### config.mk
export PLATFORM = sky130hd
export DESIGN_NAME = alu_result_fifo
export DESIGN_NICKNAME = d
export VERILOG_FILES = /design/src/rtl/alu_result_fifo.sv
export SDC_FILE = /design/constraint.sdc
export NUM_CORES = 1
export LEC_CHECK = 0
export BUFFER_PORTS_ARGS = -buffer_cell sky130_fd_sc_hd__buf_4
export CORE_ASPECT_RATIO = 1.5
export CORE_UTILIZATION = 45
export CTS_CLUSTER_DIAMETER = 60
export DETAILED_ROUTE_END_ITERATION = 8
export HOLD_SLACK_MARGIN = 0.12
export PLACE_DENSITY = 0.74
export SETUP_SLACK_MARGIN = 0.02
export SLEW_MARGIN = 20
export SYNTH_ARGS = -nofsm -noshare
export SYNTH_HDL_FRONTEND = slang
export SYNTH_SLANG_ARGS = --single-unit
export TNS_END_PERCENT = 5
### constraint.sdc
create_clock -name clk -period 3.3 [get_ports clk]
set_input_delay 0 -clock clk [delete_from_list [all_inputs] [get_ports clk]]
set_output_delay 0 -clock clk [all_outputs]
set_load 0.005 [all_outputs]
### src/rtl/alu_result_fifo.sv
// alu_result_fifo: first-word-fall-through capture FIFO for ALU results and
// status flags, with saturating overflow/drop counters and a sticky error
// flag for non-one-hot compare flags.
module alu_result_fifo #(
  parameter int unsigned DEPTH = 4,
  parameter int unsigned DW    = 8,
  parameter int unsigned CNT_W = 8
) (
  input  logic                     clk,
  input  logic                     rst_n,
  input  logic                     in_valid,
  output logic                     in_ready,
  input  logic [DW-1:0]            y_in,
  input  logic                     parity_in,
  input  logic                     overflow_in,
  input  logic                     greater_in,
  input  logic                     is_eq_in,
  input  logic                     less_in,
  output logic                     out_valid,
  input  logic                     out_ready,
  output logic [DW-1:0]            out_y,
  output logic [4:0]               out_flags,
  output logic [$clog2(DEPTH):0]   count,
  output logic                     full,
  output logic                     empty,
  output logic [CNT_W-1:0]         ovf_cnt,
  output logic [CNT_W-1:0]         drop_cnt,
  output logic                     flag_err
);

  localparam int unsigned AW = $clog2(DEPTH);
  localparam int unsigned CW = AW + 1;

  logic [DW-1:0]    mem_y [DEPTH];
  logic [4:0]       mem_f [DEPTH];

  logic [AW-1:0]    wr_ptr_q, wr_ptr_d;
  logic [AW-1:0]    rd_ptr_q, rd_ptr_d;
  logic [CW-1:0]    count_q, count_d;
  logic [CNT_W-1:0] ovf_cnt_q, ovf_cnt_d;
  logic [CNT_W-1:0] drop_cnt_q, drop_cnt_d;
  logic             flag_err_q, flag_err_d;

  logic             push, pop, cmp_onehot;

  // Status, handshake and FWFT head presentation (zeroed when empty).
  always_comb begin
    full      = (count_q == CW'(DEPTH));
    empty     = (count_q == '0);
    in_ready  = rst_n & ~full;
    out_valid = ~empty;
    push      = in_valid & in_ready;
    pop       = out_valid & out_ready;
    out_y     = empty ? '0 : mem_y[rd_ptr_q];
    out_flags = empty ? '0 : mem_f[rd_ptr_q];
    count     = count_q;
    ovf_cnt   = ovf_cnt_q;
    drop_cnt  = drop_cnt_q;
    flag_err  = flag_err_q;
  end

  // Compare flags must be exactly one of greater/equal/less.
  always_comb begin
    cmp_onehot = 1'b0;
    case ({greater_in, is_eq_in, less_in})
      3'b100, 3'b010, 3'b001: cmp_onehot = 1'b1;
      default:                cmp_onehot = 1'b0;
    endcase
  end

  // Next-state for pointers, occupancy and statistics.
  always_comb begin
    wr_ptr_d   = wr_ptr_q;
    rd_ptr_d   = rd_ptr_q;
    count_d    = count_q;
    ovf_cnt_d  = ovf_cnt_q;
    drop_cnt_d = drop_cnt_q;
    flag_err_d = flag_err_q;
    if (push) begin
      wr_ptr_d = wr_ptr_q + AW'(1);
      if (overflow_in && (ovf_cnt_q != '1)) ovf_cnt_d = ovf_cnt_q + CNT_W'(1);
      if (!cmp_onehot) flag_err_d = 1'b1;
    end
    if (pop) rd_ptr_d = rd_ptr_q + AW'(1);
    if (push && !pop)      count_d = count_q + CW'(1);
    else if (pop && !push) count_d = count_q - CW'(1);
    if (in_valid && !in_ready && (drop_cnt_q != '1)) drop_cnt_d = drop_cnt_q + CNT_W'(1);
  end

  // State registers with synchronous active-low reset.
  always_ff @(posedge clk) begin
    if (!rst_n) begin
      wr_ptr_q   <= '0;
      rd_ptr_q   <= '0;
      count_q    <= '0;
      ovf_cnt_q  <= '0;
      drop_cnt_q <= '0;
      flag_err_q <= 1'b0;
    end else begin
      wr_ptr_q   <= wr_ptr_d;
      rd_ptr_q   <= rd_ptr_d;
      count_q    <= count_d;
      ovf_cnt_q  <= ovf_cnt_d;
      drop_cnt_q <= drop_cnt_d;
      flag_err_q <= flag_err_d;
    end
  end

  // Storage write; contents need no reset since count gates visibility.
  always_ff @(posedge clk) begin
    if (push) begin
      mem_y[wr_ptr_q] <= y_in;
      mem_f[wr_ptr_q] <= {parity_in, overflow_in, greater_in, is_eq_in, less_in};
    end
  end

endmodule

==> qor.yml <==
pwr:
  power_density_mw_per_mm2: 611
  peakVddDrop_mv: 0.289
  power.total_uw: 2470
  power_leakage_uw: 0.00145
synth:
  synth_area_sq_mm: 0.00327
  yosysWarningCount: 0
  async_flop_share_pct: 0
  synth_cell_type_count: 37
  synth-edff-count: 52
  postSynthCellCount: 233
  postSynthAreaPerCell_sq_um: 14.0
  yosysTopAreaCell: "edfxtp_1"
  synth_top_area_share_pct: 47.7
  synth_seq_cells: 78
  syn-num-nets: 258
  ys_seq_area_share_pct: 63.6
  ys.flop_type: "edfxtp_1"
  synthTopCellsByArea: "edfxtp_1, dfxtp_1, mux4_2, and2_1, ha_1"
route:
  remaining_drc_errors: 0
  drt-total-wl_mm: 5.95
  avgViaCountPerCell: 5.52
  vias: 2113
  drt-initial-drc-count: 101
  drt-pass1-iter-count: 5
  wl_per_cell_um: 15.5
  ant_nets: 0
critical_path:
  start_kind: "primary input"
  r2r_slack_ns: 0.77
  worst-endpoint-required_ns: 3.57
  rr_endpoint: "count[2]$_SDFFE_PN0P_"
  endpoint: "count[2]$_SDFFE_PN0P_"
  arrival_ns: 2.91
  cp-end-kind: "flip-flop"
  path_max_fanout: 23
  reg2reg_depth: 8
  rr_startpoint: "count[0]$_SDFFE_PN0P_"
  crit_path_start: "rst_n"
  crit_type: "in2reg"
clock_network:
  cts_buffers: 9
  cts_max_level: 3
  cts-root-buf: "clkbuf_8"
  path_clk_slew_ns: 0.07
  postCtsSetupRepairBufs: 0
  cts_tree: "done"
  clock-sinks: 78
  cts_buffer_depth: 2
  insertion_delay_ns: 0.35
cells_and_area:
  fin_util_pct: 58.3
  nets: 326
  syn2layout_area_growth_pct: 23.6
  register_area_sq_mm: 0.00208
  multiInputGateArea_sq_mm: 0.00111
  antennaDiodeCount: 0
  instances_no_fill: 383
  fill_cells: 576
  drive_above_1_share_pct: 26.9
floorplan:
  die_area_sq_mm: 0.00763
  row_count: 37
  ios: 54
  fp.dieW_um: 71.6
  initial_core_util_pct: 47.1
  core-area_sq_mm: 0.00694
  die_h_um: 106
sta:
  hold_viol: 0
  rsz0062_at_grt: "false"
  clock.fmax_mhz: 377
  layout_min_cycle_time_ns: 2.65
  relSlewSlack_pct: 42.1
  finClkSkew_ns: 0.0106
  period_share_pct: 80.3
  setup_violations: 0
  drv_slew: 0
  fin_tns_setup_ns: 0
  worst_pin_slew_ns: 0.867
place:
  io_buffer_count: 53
  dpl.cell_count: 353
  gp_congestion: 0.733
  dp_hpwl_mm: 3.97
run:
  cap_violations: 0
worst_hold_path:
  min_path_type: "in2reg"
grt:
  track_usage_pct: 17.2
  grt_pass1_vias: 2116
  grt_max_degree: 24
  antenna_found_initial: 0
  grt_pass1_wl_mm: 9.92
  grt_overflow: 0
run_status:
  status: "finished clean"
-- worst min-delay path by stage --
stage                   from  depth (start not counted)                       end
finish              in_valid                          5  wr_ptr_q[1]$_SDFFE_PN0P_
global route        in_valid                          5  drop_cnt[1]$_SDFFE_PN0P_
CTS                 in_valid                          5  drop_cnt[1]$_SDFFE_PN0P_
detailed placement   y_in[7]                          1     mem_y[3][7]$_DFFE_PP_
global placement     y_in[1]                          1     mem_y[2][1]$_DFFE_PP_
floorplan            less_in                          0     mem_f[0][0]$_DFFE_PP_
-- stage by stage --
step	setup WS, ns	area (sq um)	hold slack, ns
2_1_floorplan	1.02	3270	0.0989
3_3_place_gp	0.879	3720	0.200
3_5_place_dp	0.759	3720	0.207
4_1_cts	0.627	4050	0.137
5_1_grt	0.424	4050	0.196
6_report	0.651	4050	0.150
-- area by class of cell --
type	count	share of cell area (%)
multi-input cells	136	27.4
clock inverters	5	1.24
clock buffers	10	3.15
well taps	78	2.41
flip-flops and latches	78	51.5
inverters	8	0.773
repair buffers	68	13.5
-- state kept, by name (all words and copies together), names as in the netlist, named ones only --
| register | cells |
|---|---|
| count | 3 |
| flag_err | 1 |
| rd_ptr_q | 2 |
| wr_ptr_q | 2 |
| ovf_cnt | 8 |
| mem_f | 20 |
| mem_y | 32 |
| drop_cnt | 8 |
-- metal layers --
layer / vias to the layer above / share of wire [%] / GRT usage [%]
met5: - / 0 / 0
met4: 0 / 2.2 / 8.82
met3: 13 / 4.5 / 3.13
met2: 67 / 53 / 30.7
met1: 1008 / 40 / 19.2
li1: 1025 / - / -
-- critical path, stage by stage --
cell	delay [ns]
dlygate4sd3_1	0.53
buf_4	0.17
inv_1	0.32
nor3_2	0.55
ha_1	0.29
inv_1	0.07
fa_1	0.37
xor2_1	0.16
or3_1	0.31
a21oi_1	0.13
-- synth_stat cells, types with 6 or more instances --
master / count
o21ai_0: 7
mux4_2: 13
a21oi_1: 14
mux2i_1: 6
nand3_1: 9
nor2_1: 10
dfxtp_1: 26
inv_1: 7
nand2_1: 10
ha_1: 7
clkbuf_1: 9
and2_1: 17
edfxtp_1: 52
-- cells by family after synthesis --
| group | count (synthesis) | share of synthesized area, % |
|---|---|---|
| compound gates | 31 | 5.62 |
| xor+xnor | 6 | 1.61 |
| fa+ha+maj | 8 | 3.29 |
| buf+inv | 19 | 2.48 |
| flops | 78 | 63.6 |
| mux | 19 | 10.8 |
| simple gates | 72 | 12.6 |
-- report_power, final --
part           switching, uW  leakage (uW)  total (uW)  internal (uW)
Clock                    320     0.0000893         660            341
Combinational            237      0.000680         602            366
Sequential              95.1      0.000683        1210           1120
Total                    652       0.00145        2470           1820
-- placed cells by master, fill, tap and decap left out, drive strengths merged, types with 2 or more instances in the layout --
master / n
buf: 53
edfxtp: 52
dfxtp: 26
and2: 17
dlygate4sd3: 15
a21oi: 14
mux4: 13
nor2: 10
nand2: 10
clkbuf: 10
nand3: 9
inv: 8
o21ai: 8
ha: 7
mux2i: 6
xor2: 5
o31ai: 5
or4: 5
nor3: 5
or3: 4
clkinv: 4
nand4: 3
and4: 2
a211oi: 2
or3b: 2
-- what timing repair did --
| action | in CTS | in global routing |
|---|---|---|
| hold buffers | 15 | 0 |
| gates resized for setup | 0 | 0 |
| hold endpoints to repair | 62 | 0 |
No activity file was read; power rests on OpenSTA's default activity.
